## src/rtl/mole_pkg.sv

```systemverilog
// Shared encodings for the whack-a-mole hole array and the spawn scheduler.
// Hole states are packed two bits per hole; only MOLE_IDLE means the hole can take a spawn.
package mole_pkg;

    localparam int NUM_MOLES = 16;

    localparam logic [1:0] MOLE_IDLE    = 2'b00;
    localparam logic [1:0] MOLE_RISING  = 2'b01;
    localparam logic [1:0] MOLE_UP      = 2'b10;
    localparam logic [1:0] MOLE_FALLING = 2'b11;

    // Galois mask for x^16 + x^14 + x^13 + x^11 + 1, right-shifting form
    localparam logic [15:0] LFSR_TAPS = 16'hB400;

    typedef enum logic [1:0] {
        SP_IDLE  = 2'd0,
        SP_COUNT = 2'd1,
        SP_PROBE = 2'd2,
        SP_FIRE  = 2'd3
    } spawner_state_t;

    function automatic logic [4:0] count_active(input logic [2*NUM_MOLES-1:0] states);
        logic [4:0] n;
        n = 5'd0;
        for (int i = 0; i < NUM_MOLES; i++) begin
            if (states[2*i +: 2] != MOLE_IDLE) begin
                n = n + 5'd1;
            end
        end
        return n;
    endfunction

endpackage

```

## src/rtl/mole_lfsr.sv

```systemverilog
// 16-bit Galois LFSR used to pick the first hole probed after each interval.
// Only the low nibble leaves the block since that is all the scheduler consumes.
module mole_lfsr
    import mole_pkg::*;
#(
    parameter logic [15:0] SEED = 16'hACE1
) (
    input  logic       clk,
    input  logic       rst,
    input  logic       i_step,
    output logic [3:0] o_index
);

    logic [15:0] r_lfsr;

    always_ff @(posedge clk) begin
        if (!rst) begin
            r_lfsr <= SEED;
        end else if (i_step) begin
            r_lfsr <= {1'b0, r_lfsr[15:1]} ^ (r_lfsr[0] ? LFSR_TAPS : 16'h0000);
        end
    end

    assign o_index = r_lfsr[3:0];

endmodule

```

## src/rtl/mole_spawner.sv

```systemverilog
// Spawn scheduler: counts down an interval, scans holes from a random start for an idle one,
// and emits a one-cycle one-hot start pulse. The interval shrinks as spawns accumulate.
//
//   state    | meaning
//   SP_IDLE  | game not running; counters and interval retained
//   SP_COUNT | waiting for the interval counter to reach zero
//   SP_PROBE | testing one hole per cycle for an idle slot
//   SP_FIRE  | emitting the start pulse and updating spawn/interval bookkeeping
module mole_spawner
    import mole_pkg::*;
#(
    parameter logic [5:0]  BASE_INTERVAL = 6'd24,
    parameter logic [5:0]  MIN_INTERVAL  = 6'd6,
    parameter logic [5:0]  RAMP_STEP     = 6'd2,
    parameter int          RAMP_EVERY    = 8,
    parameter int          MAX_ACTIVE    = 4,
    parameter logic [15:0] LFSR_SEED     = 16'hACE1
) (
    input  logic        animation_clk,
    input  logic        rst,
    input  logic        enable,
    input  logic        pause,
    input  logic [31:0] mole_states,
    output logic [15:0] start_moles,
    output logic [7:0]  spawn_count,
    output logic [7:0]  miss_count,
    output logic [5:0]  interval_now
);

    localparam logic [4:0] MAX_ACTIVE_L = 5'(MAX_ACTIVE);
    localparam logic [8:0] RAMP_EVERY_L = 9'(RAMP_EVERY);
    localparam logic [6:0] RAMP_FLOOR   = {1'b0, MIN_INTERVAL} + {1'b0, RAMP_STEP};

    spawner_state_t r_state;
    logic [5:0]     r_counter;
    logic [5:0]     r_interval;
    logic [3:0]     r_idx;
    logic [3:0]     r_probes;
    logic [3:0]     r_fire_idx;
    logic [15:0]    r_start;
    logic [7:0]     r_spawn;
    logic [7:0]     r_miss;

    logic [3:0]     w_lfsr_idx;
    logic [4:0]     w_active;
    logic           w_hole_idle;
    logic           w_at_max;
    logic [8:0]     w_spawn_inc;
    logic           w_ramp;
    logic [5:0]     w_interval_ramped;
    logic [7:0]     w_spawn_next;
    logic [7:0]     w_miss_next;

    mole_lfsr #(
        .SEED (LFSR_SEED)
    ) u_lfsr (
        .clk     (animation_clk),
        .rst     (rst),
        .i_step  (~pause),
        .o_index (w_lfsr_idx)
    );

    always_comb begin
        w_active    = count_active(mole_states);
        w_hole_idle = (mole_states[{r_idx, 1'b0} +: 2] == MOLE_IDLE);
        w_at_max    = (w_active >= MAX_ACTIVE_L);
    end

    // Ramp test uses the unsaturated successor so the period stays regular up to 255.
    always_comb begin
        w_spawn_inc       = {1'b0, r_spawn} + 9'd1;
        w_ramp            = ((w_spawn_inc % RAMP_EVERY_L) == 9'd0);
        w_interval_ramped = ({1'b0, r_interval} >= RAMP_FLOOR) ? (r_interval - RAMP_STEP)
                                                               : MIN_INTERVAL;
        w_spawn_next      = (r_spawn == 8'hFF) ? r_spawn : (r_spawn + 8'd1);
        w_miss_next       = (r_miss  == 8'hFF) ? r_miss  : (r_miss  + 8'd1);
    end

    always_ff @(posedge animation_clk) begin
        if (!rst) begin
            r_state    <= SP_IDLE;
            r_counter  <= BASE_INTERVAL;
            r_interval <= BASE_INTERVAL;
            r_idx      <= 4'd0;
            r_probes   <= 4'd0;
            r_fire_idx <= 4'd0;
            r_start    <= 16'h0000;
            r_spawn    <= 8'd0;
            r_miss     <= 8'd0;
        end else if (pause) begin
            // Clearing here keeps a pulse caught by pause from reappearing on resume.
            r_start <= 16'h0000;
        end else if (!enable) begin
            r_state <= SP_IDLE;
            r_start <= 16'h0000;
        end else begin
            r_start <= 16'h0000;
            case (r_state)
                SP_IDLE: begin
                    r_counter <= r_interval;
                    r_state   <= SP_COUNT;
                end
                SP_COUNT: begin
                    if (r_counter != 6'd0) begin
                        r_counter <= r_counter - 6'd1;
                    end else begin
                        r_idx    <= w_lfsr_idx;
                        r_probes <= 4'd0;
                        r_state  <= SP_PROBE;
                    end
                end
                SP_PROBE: begin
                    if (w_hole_idle && !w_at_max) begin
                        r_fire_idx <= r_idx;
                        r_state    <= SP_FIRE;
                    end else if (w_at_max || (r_probes == 4'd15)) begin
                        r_miss    <= w_miss_next;
                        r_counter <= r_interval;
                        r_state   <= SP_COUNT;
                    end else begin
                        r_idx    <= r_idx + 4'd1;
                        r_probes <= r_probes + 4'd1;
                    end
                end
                SP_FIRE: begin
                    r_start <= 16'h0001 << r_fire_idx;
                    r_spawn <= w_spawn_next;
                    if (w_ramp) begin
                        r_interval <= w_interval_ramped;
                        r_counter  <= w_interval_ramped;
                    end else begin
                        r_counter <= r_interval;
                    end
                    r_state <= SP_COUNT;
                end
                default: r_state <= SP_IDLE;
            endcase
        end
    end

    assign start_moles  = r_start & {16{~pause}};
    assign spawn_count  = r_spawn;
    assign miss_count   = r_miss;
    assign interval_now = r_interval;

endmodule

```

## config.mk

```make
export PLATFORM = sky130hd
export DESIGN_NAME = mole_spawner
export DESIGN_NICKNAME = d
export VERILOG_FILES = /design/src/rtl/mole_pkg.sv /design/src/rtl/mole_lfsr.sv /design/src/rtl/mole_spawner.sv
export SDC_FILE = /design/constraint.sdc
export NUM_CORES = 1
export LEC_CHECK = 0
export CAP_MARGIN = 5
export CORE_ASPECT_RATIO = 1.75
export CORE_MARGIN = 3
export CORE_UTILIZATION = 40
export DETAILED_ROUTE_END_ITERATION = 10
export SYNTH_ARGS = -nofsm -noshare
export SYNTH_HDL_FRONTEND = slang
export SYNTH_HIERARCHICAL = 1
export SYNTH_SLANG_ARGS = --single-unit
```

## constraint.sdc

```tcl
create_clock -name animation_clk -period 11.4 [get_ports animation_clk]
set_input_delay 2.85 -clock animation_clk [delete_from_list [all_inputs] [get_ports animation_clk]]
set_output_delay 2.85 -clock animation_clk [all_outputs]
set_load 0.005 [all_outputs]
```

* Yosys cells after proc, flatten, opt, wreduce, memory -nomap -nowiden
Cells that the tools add are included.
** Storage, ports and cells
- Logic and storage cells :: 127
- Output and inout bits :: 38
- Flip-flop bits (word level) :: 74
- Input bits :: 36
** Cells by class
- Bitwise logic cells :: 9
- Reduce and logical (&&, ||, !) cells :: 33
- Equal/unequal tests :: 13
- Add/subtract/negate cells :: 22
- Multiplexer cells :: 36
- $lt $le $gt $ge :: 2
- Shift-type cells :: 2
** Operators with widths (number)
- 5-bit by 1-bit adder with 5-bit output, second input constant :: 15
- 5-bit 2-to-1 mux :: 15
- 2-bit nonzero test :: 17
- 32-bit by 6-bit variable part select with 2-bit output :: 1
- 6-bit 2-to-1 mux :: 5
- 4-bit 2-to-1 mux :: 6
- 6-bit case mux with 4 select lines :: 1
- 8-bit by 1-bit adder with 8-bit output, second input constant :: 2
- 16-bit AND :: 1
- 8-bit == test, second input constant :: 2
- 16-bit 2-to-1 mux :: 1
- 4-bit case mux with 2 select lines :: 2
- 1-bit by 4-bit left shift with 16-bit output, first input constant :: 1
- 15-bit by 16-bit bitwise XOR with 16-bit output :: 1
- 6-bit AND reduction :: 2
- 2-bit != test, second input constant :: 5
- 9-bit zero test :: 1
- 4-bit by 1-bit adder with 4-bit output, second input constant :: 2
- 2-bit 2-to-1 mux :: 4
- 4-bit AND reduction :: 2
- 1-bit NOT :: 7
- 6-bit by 4-bit >= comparator with 1-bit output, second input constant :: 1
- 2-bit case mux with 3 select lines :: 1
- 3-bit AND reduction :: 2
- 18 further kinds :: 20

* Logic depth before layout (Yosys ltp)
- Word-level depth :: 38
- Mapped depth :: 53
- Mapped depth without buffers :: 52

* By module
The synthesis kept the hierarchy.
** By module, submodules not included
- mole_spawner :: cells each 618, seq. area each 1161.1 sq um, area each 4921.0 sq um, instances 1
- mole_lfsr :: cells each 60, seq. area each 320.3 sq um, area each 661.9 sq um, instances 1

* Worst setup path after synthesis
No wires, ideal clock.
- Kind :: in2reg
- Start :: input mole_states[2]
- End :: register r_probes[3]
- Data arrival time :: 11432 ps
- Setup slack :: -102 ps
- Buffers on the path :: 0
- Stages on the path :: 48
- Setup time :: 70 ps
- Required time :: 11330 ps
- Cell sequence :: nor2_1 ha_1 xnor2_1 ha_1 xnor2_1 o21a_1 o221a_2 ha_1 o21ba_2 a211oi_1 a21o_1 or3_1 a32oi_1 nand2_1 nor2_1 a21oi_1 ha_1 nor3_1 [12 not listed] inv_1 ha_1 xnor2_1 or3_1 o21ai_0 a31o_2 inv_1 ha_1 o21ai_0 o31ai_1 ha_1 nor2b_1 nand2_1 a211o_1 mux2i_4 a21boi_2 or4_1 a21oi_1
** Between the ends
- Word-level cells in the longest chain between the ends :: 35
- Elaborated cells on any way between the ends :: 39
- Those cells by class :: add/sub (14); order compare (1); eq/ne (2); shift (1); mux (15); reduce/logical (6)
** RTL lines
- start, declared :: line mole_spawner.sv:23 : input logic [31:0] mole_states,
- 2-bit nonzero test :: line mole_pkg.sv:26 : if (states[2*i +: 2] != MOLE_IDLE) begin
- 5-bit 2-to-1 mux :: line mole_pkg.sv:26
- 5-bit by 1-bit adder with 5-bit output :: line mole_pkg.sv:27 : n = n + 5'd1;
- 5-bit 2-to-1 mux :: line mole_pkg.sv:26
- 5-bit by 1-bit adder with 5-bit output :: line mole_pkg.sv:27
- 5-bit 2-to-1 mux :: line mole_pkg.sv:26
- 5-bit by 1-bit adder with 5-bit output :: line mole_pkg.sv:27
- 5-bit 2-to-1 mux :: line mole_pkg.sv:26
- [19 not listed]
- 5-bit 2-to-1 mux :: line mole_pkg.sv:26
- 5-bit by 1-bit adder with 5-bit output :: line mole_pkg.sv:27
- 5-bit 2-to-1 mux :: line mole_pkg.sv:26
- 5-bit by 3-bit >= comparator with 1-bit output :: line mole_spawner.sv:66 : w_at_max = (w_active >= MAX_ACTIVE_L);
- 1-bit zero test :: line mole_spawner.sv:113 : if (w_hole_idle && !w_at_max) begin
- 1-bit logical AND :: line mole_spawner.sv:113
- 2-bit != test (no line)
- 6-bit AND reduction (no line) (*)
- end signal, assigned :: line mole_spawner.sv:122 : r_probes <= r_probes + 4'd1;
- end, declared :: line mole_spawner.sv:38 : logic [3:0] r_probes;
Mark *: on every way between the ends. The rest lies on a longest branch, timed or not.
A chain may end at the register's enable or synchronous reset.

* Final worst setup path
- Start :: input mole_states[0]
- End :: register r_fire_idx[2]
** Between the ends
- Word-level cells in the longest chain between the ends :: 36
- Elaborated cells on any way between the ends :: 38
- Those cells by class :: add/sub (15); order compare (1); shift (1); mux (16); reduce/logical (5)
** RTL lines
- 2-bit nonzero test :: line mole_pkg.sv:26
- 1-bit 2-to-1 mux :: line mole_pkg.sv:26
- 5-bit by 1-bit adder with 5-bit output :: line mole_pkg.sv:27
- 5-bit 2-to-1 mux :: line mole_pkg.sv:26
- 5-bit by 1-bit adder with 5-bit output :: line mole_pkg.sv:27
- 5-bit 2-to-1 mux :: line mole_pkg.sv:26
- 5-bit by 1-bit adder with 5-bit output :: line mole_pkg.sv:27
- 5-bit 2-to-1 mux :: line mole_pkg.sv:26
- [20 not listed]
- 5-bit by 1-bit adder with 5-bit output :: line mole_pkg.sv:27
- 5-bit 2-to-1 mux :: line mole_pkg.sv:26
- 5-bit by 1-bit adder with 5-bit output :: line mole_pkg.sv:27
- 5-bit 2-to-1 mux :: line mole_pkg.sv:26
- 5-bit by 3-bit >= comparator with 1-bit output :: line mole_spawner.sv:66
- 1-bit zero test :: line mole_spawner.sv:113
- 1-bit logical AND (*) :: line mole_spawner.sv:113
- 4-bit AND reduction (no line) (*)
- end signal, assigned :: line mole_spawner.sv:114 : r_fire_idx <= r_idx;
- end, declared :: line mole_spawner.sv:39 : logic [3:0] r_fire_idx;
Marks and branches as above.

==> out/qor.yml <==
run_status:
  status: "finished, final reports clean"
grt:
  gr-total-overflow: 0
  grt_pass1_wl_um: 24200
  first_global_vias: 5427
  antenna_found_initial: 0
  grt_max_degree: 40
  gr-usage-all-layers: 0.196
floorplan:
  die_h_um: 162
  coreArea_mm2: 0.0135
  die_area_mm2: 0.0155
  rows: 56
  die_w_um: 95.3
  initial_core_util: 0.413
  ios: 74
placed_design:
  dp_hpwl_um: 11300
  port_buffers: 73
  dp_cells: 948
  dp_slack_ps: -894
  gp_congestion: 0.874
logic_synthesis:
  netlist_top_cells_area: "dfxtp_1, xnor2_1, mux2i_1"
  synth_edf_count: 0
  synth_area_per_cell_um2: 8.23
  synth_ff_type: "dfxtp_1"
  synth_top_cell_area_share: 0.265
  synth_cells: 678
  synth_cell_types: 84
  yosys.cell_count.top_type: "nor2_1"
  syn_nets: 735
  syn-cell-area_mm2: 0.00558
  async_reset_ff_frac: 0
  synth_commonest_cells: "nor2_1, dfxtp_1, nand2_1"
  synth_seq_cells: 74
  synth_top_area_cell: "dfxtp_1"
  ys_seq_area_frac: 0.265
  synth-warning-count: 6
drt:
  drt_iter0_markers: 149
  vias: 5391
  drt_first_pass_iters: 4
  vias_per_cell: 5.51
  wl_um: 15100
  wl_per_cell_um: 15.4
  ant_nets: 0
  drc: 0
power:
  power.density_mw_per_mm2: 268
  p_switching_mw: 0.828
  swShare: 0.409
  irDropWorstVdd_mv: 0.234
  clock_power_share: 0.129
  combPwrFrac: 0.737
  leakagePower_nw: 2.88
  power_frac_seq: 0.134
  intPower_mw: 1.20
  total_power_mw: 2.02
sta:
  rsz0062_at_grt: "yes"
  max_freq_mhz: 89.6
  worst-slew-pin-transition_ps: 981
  timing.final.crit_period_ps: 11160
  hold_violations: 0
  finalCritPeriodShare: 0.979
  finClkSkew_ps: 5.47
  whs_ps: 469
  fin_ws_ps: 241
  slew_viol_final: 0
  max_slew_margin: 0.346
  setup-violations-final: 0
setup_path:
  cp_slowest_stage_delay_ps: 390
  crit_type: "in -> reg"
  worstSetupStartpoint: "mole_states[0]"
  required_ps: 11590
  end_kind: "flip-flop"
  path_common_cell: "ha_4"
  start_kind: "primary input"
  r2r-start: "r_idx[1]"
  arrival_ps: 11350
  crit_fanout: 5
  slowest_stage: "or3_1"
cells_and_area:
  fin_nets: 857
  diodes: 0
  drive_gt1_frac: 0.240
  finalNonFillerCells: 979
  syn_to_final_growth_pct: 35.3
clock_network:
  clock_latency_ps: 330
  cts.sinks: 74
  ctsHtreeMaxLevel: 3
  cts_buffer_depth: 2
  clockRootBuffer: "clkbuf_16"
  cts_buffers: 9
  clkSlewWorstSetupHoldPaths_ps: 60
  cts_tree: "yes"
hold_path:
  min_from: "u_lfsr/r_lfsr[5]"
  min_path_type: "reg -> reg"
flow_run:
  drv_cap: 0
## path summary, 6_finish.rpt
path	to	slack, ps	cells after the start
setup reg to reg	r_counter[0]	8400	9
setup / recovery	r_fire_idx[2]	240	50
hold / removal	u_lfsr/r_lfsr[5]	470	2
hold reg to reg	u_lfsr/r_lfsr[5]	470	2
## power groups by stage
stage,sequential (mW),clock [mW],combinational [mW]
final,0.270,0.261,1.49
after global routing,0.271,0.276,1.59
after CTS,0.270,0.269,1.28
after detailed placement,0.276,0,1.12
after global placement,0.276,0,1.10
after floorplan,0.273,0,0.805
## placed cells by master, fill, tap and decap left out, drive strengths merged, types with 6 or more instances in the layout
master,Yosys,layout
clkdlybuf4s50,0,67
o21ai,41,41
or3,9,9
and3,7,7
a21oi,32,32
nor2,79,79
a31oi,7,7
mux2i,30,30
dfxtp,74,74
nand3,20,20
clkbuf,21,12
xnor2,44,44
nor2b,28,28
nand4,7,7
xor2,15,15
nand2b,6,6
nand2,65,65
ha,21,21
xnor3,6,6
buf,10,72
inv,21,22
o211ai,13,13
nor3,20,20
or2,11,11
## kinds of logic (layout without fill, tap and decap cells)
family,count (synthesis),after routing,synth area share
flops,74,74,0.265
fa+ha+maj,21,21,0.0471
compound gates,157,158,0.193
buf+inv,52,178,0.0439
xor+xnor,65,65,0.132
mux,36,36,0.0762
simple gates,273,273,0.243
## sequential cells by signal, summed over array words and instances, names as in the netlist
register and count:
r_state 2, r_idx 4, r_start 16, spawn_count 8, u_lfsr/r_lfsr 16, r_probes 4
r_fire_idx 4, miss_count 8, interval_now 6, r_counter 6
## layout make-up
cell class,count,area [um^2]
Inverter,21,83.8
Clock inverter,6,41.3
Multi-Input combinational cell,553,4230
Sequential cell,74,1480
Fill cell,1238,5970
Timing Repair Buffer,141,1260
Tap cell,174,218
Clock buffer,10,239
## per-layer routing
layer,vias up,track usage,routed length (um)
met5,-,0,0
met4,0,0.0992,550
met3,38,0.0269,459
met2,118,0.383,8560
met1,2552,0.189,5560
li1,2683,-,-
## metrics by stage
step,setup TNS [ps],instance area [um^2],utilization
after floorplan,0,5600,-
after global routing,-3460,7550,0.559
after global placement,-15770,6790,0.502
after detailed placement,-20900,6790,0.502
after CTS,0,7240,0.535
final,0,7550,0.559
## worst max-delay path, delay by kind of cell
family	cells	cell delay, ps
xor+xnor	5	740
compound gates	14	2110
simple gates	15	2670
fa+ha+maj	8	1900
buf+inv	6	500
mux	2	560
## timing repair
action / in CTS / in global routing
gates cloned: 1 / 0
hold buffers: 0 / 0
pin swaps: 22 / 42
buffers inserted: 4 / 10
gates resized for setup: 39 / 69
endpoints found under the hold margin: 0 / 0
endpoints found under the setup margin: 28 / 28
Power figures use the tool's default switching activity.
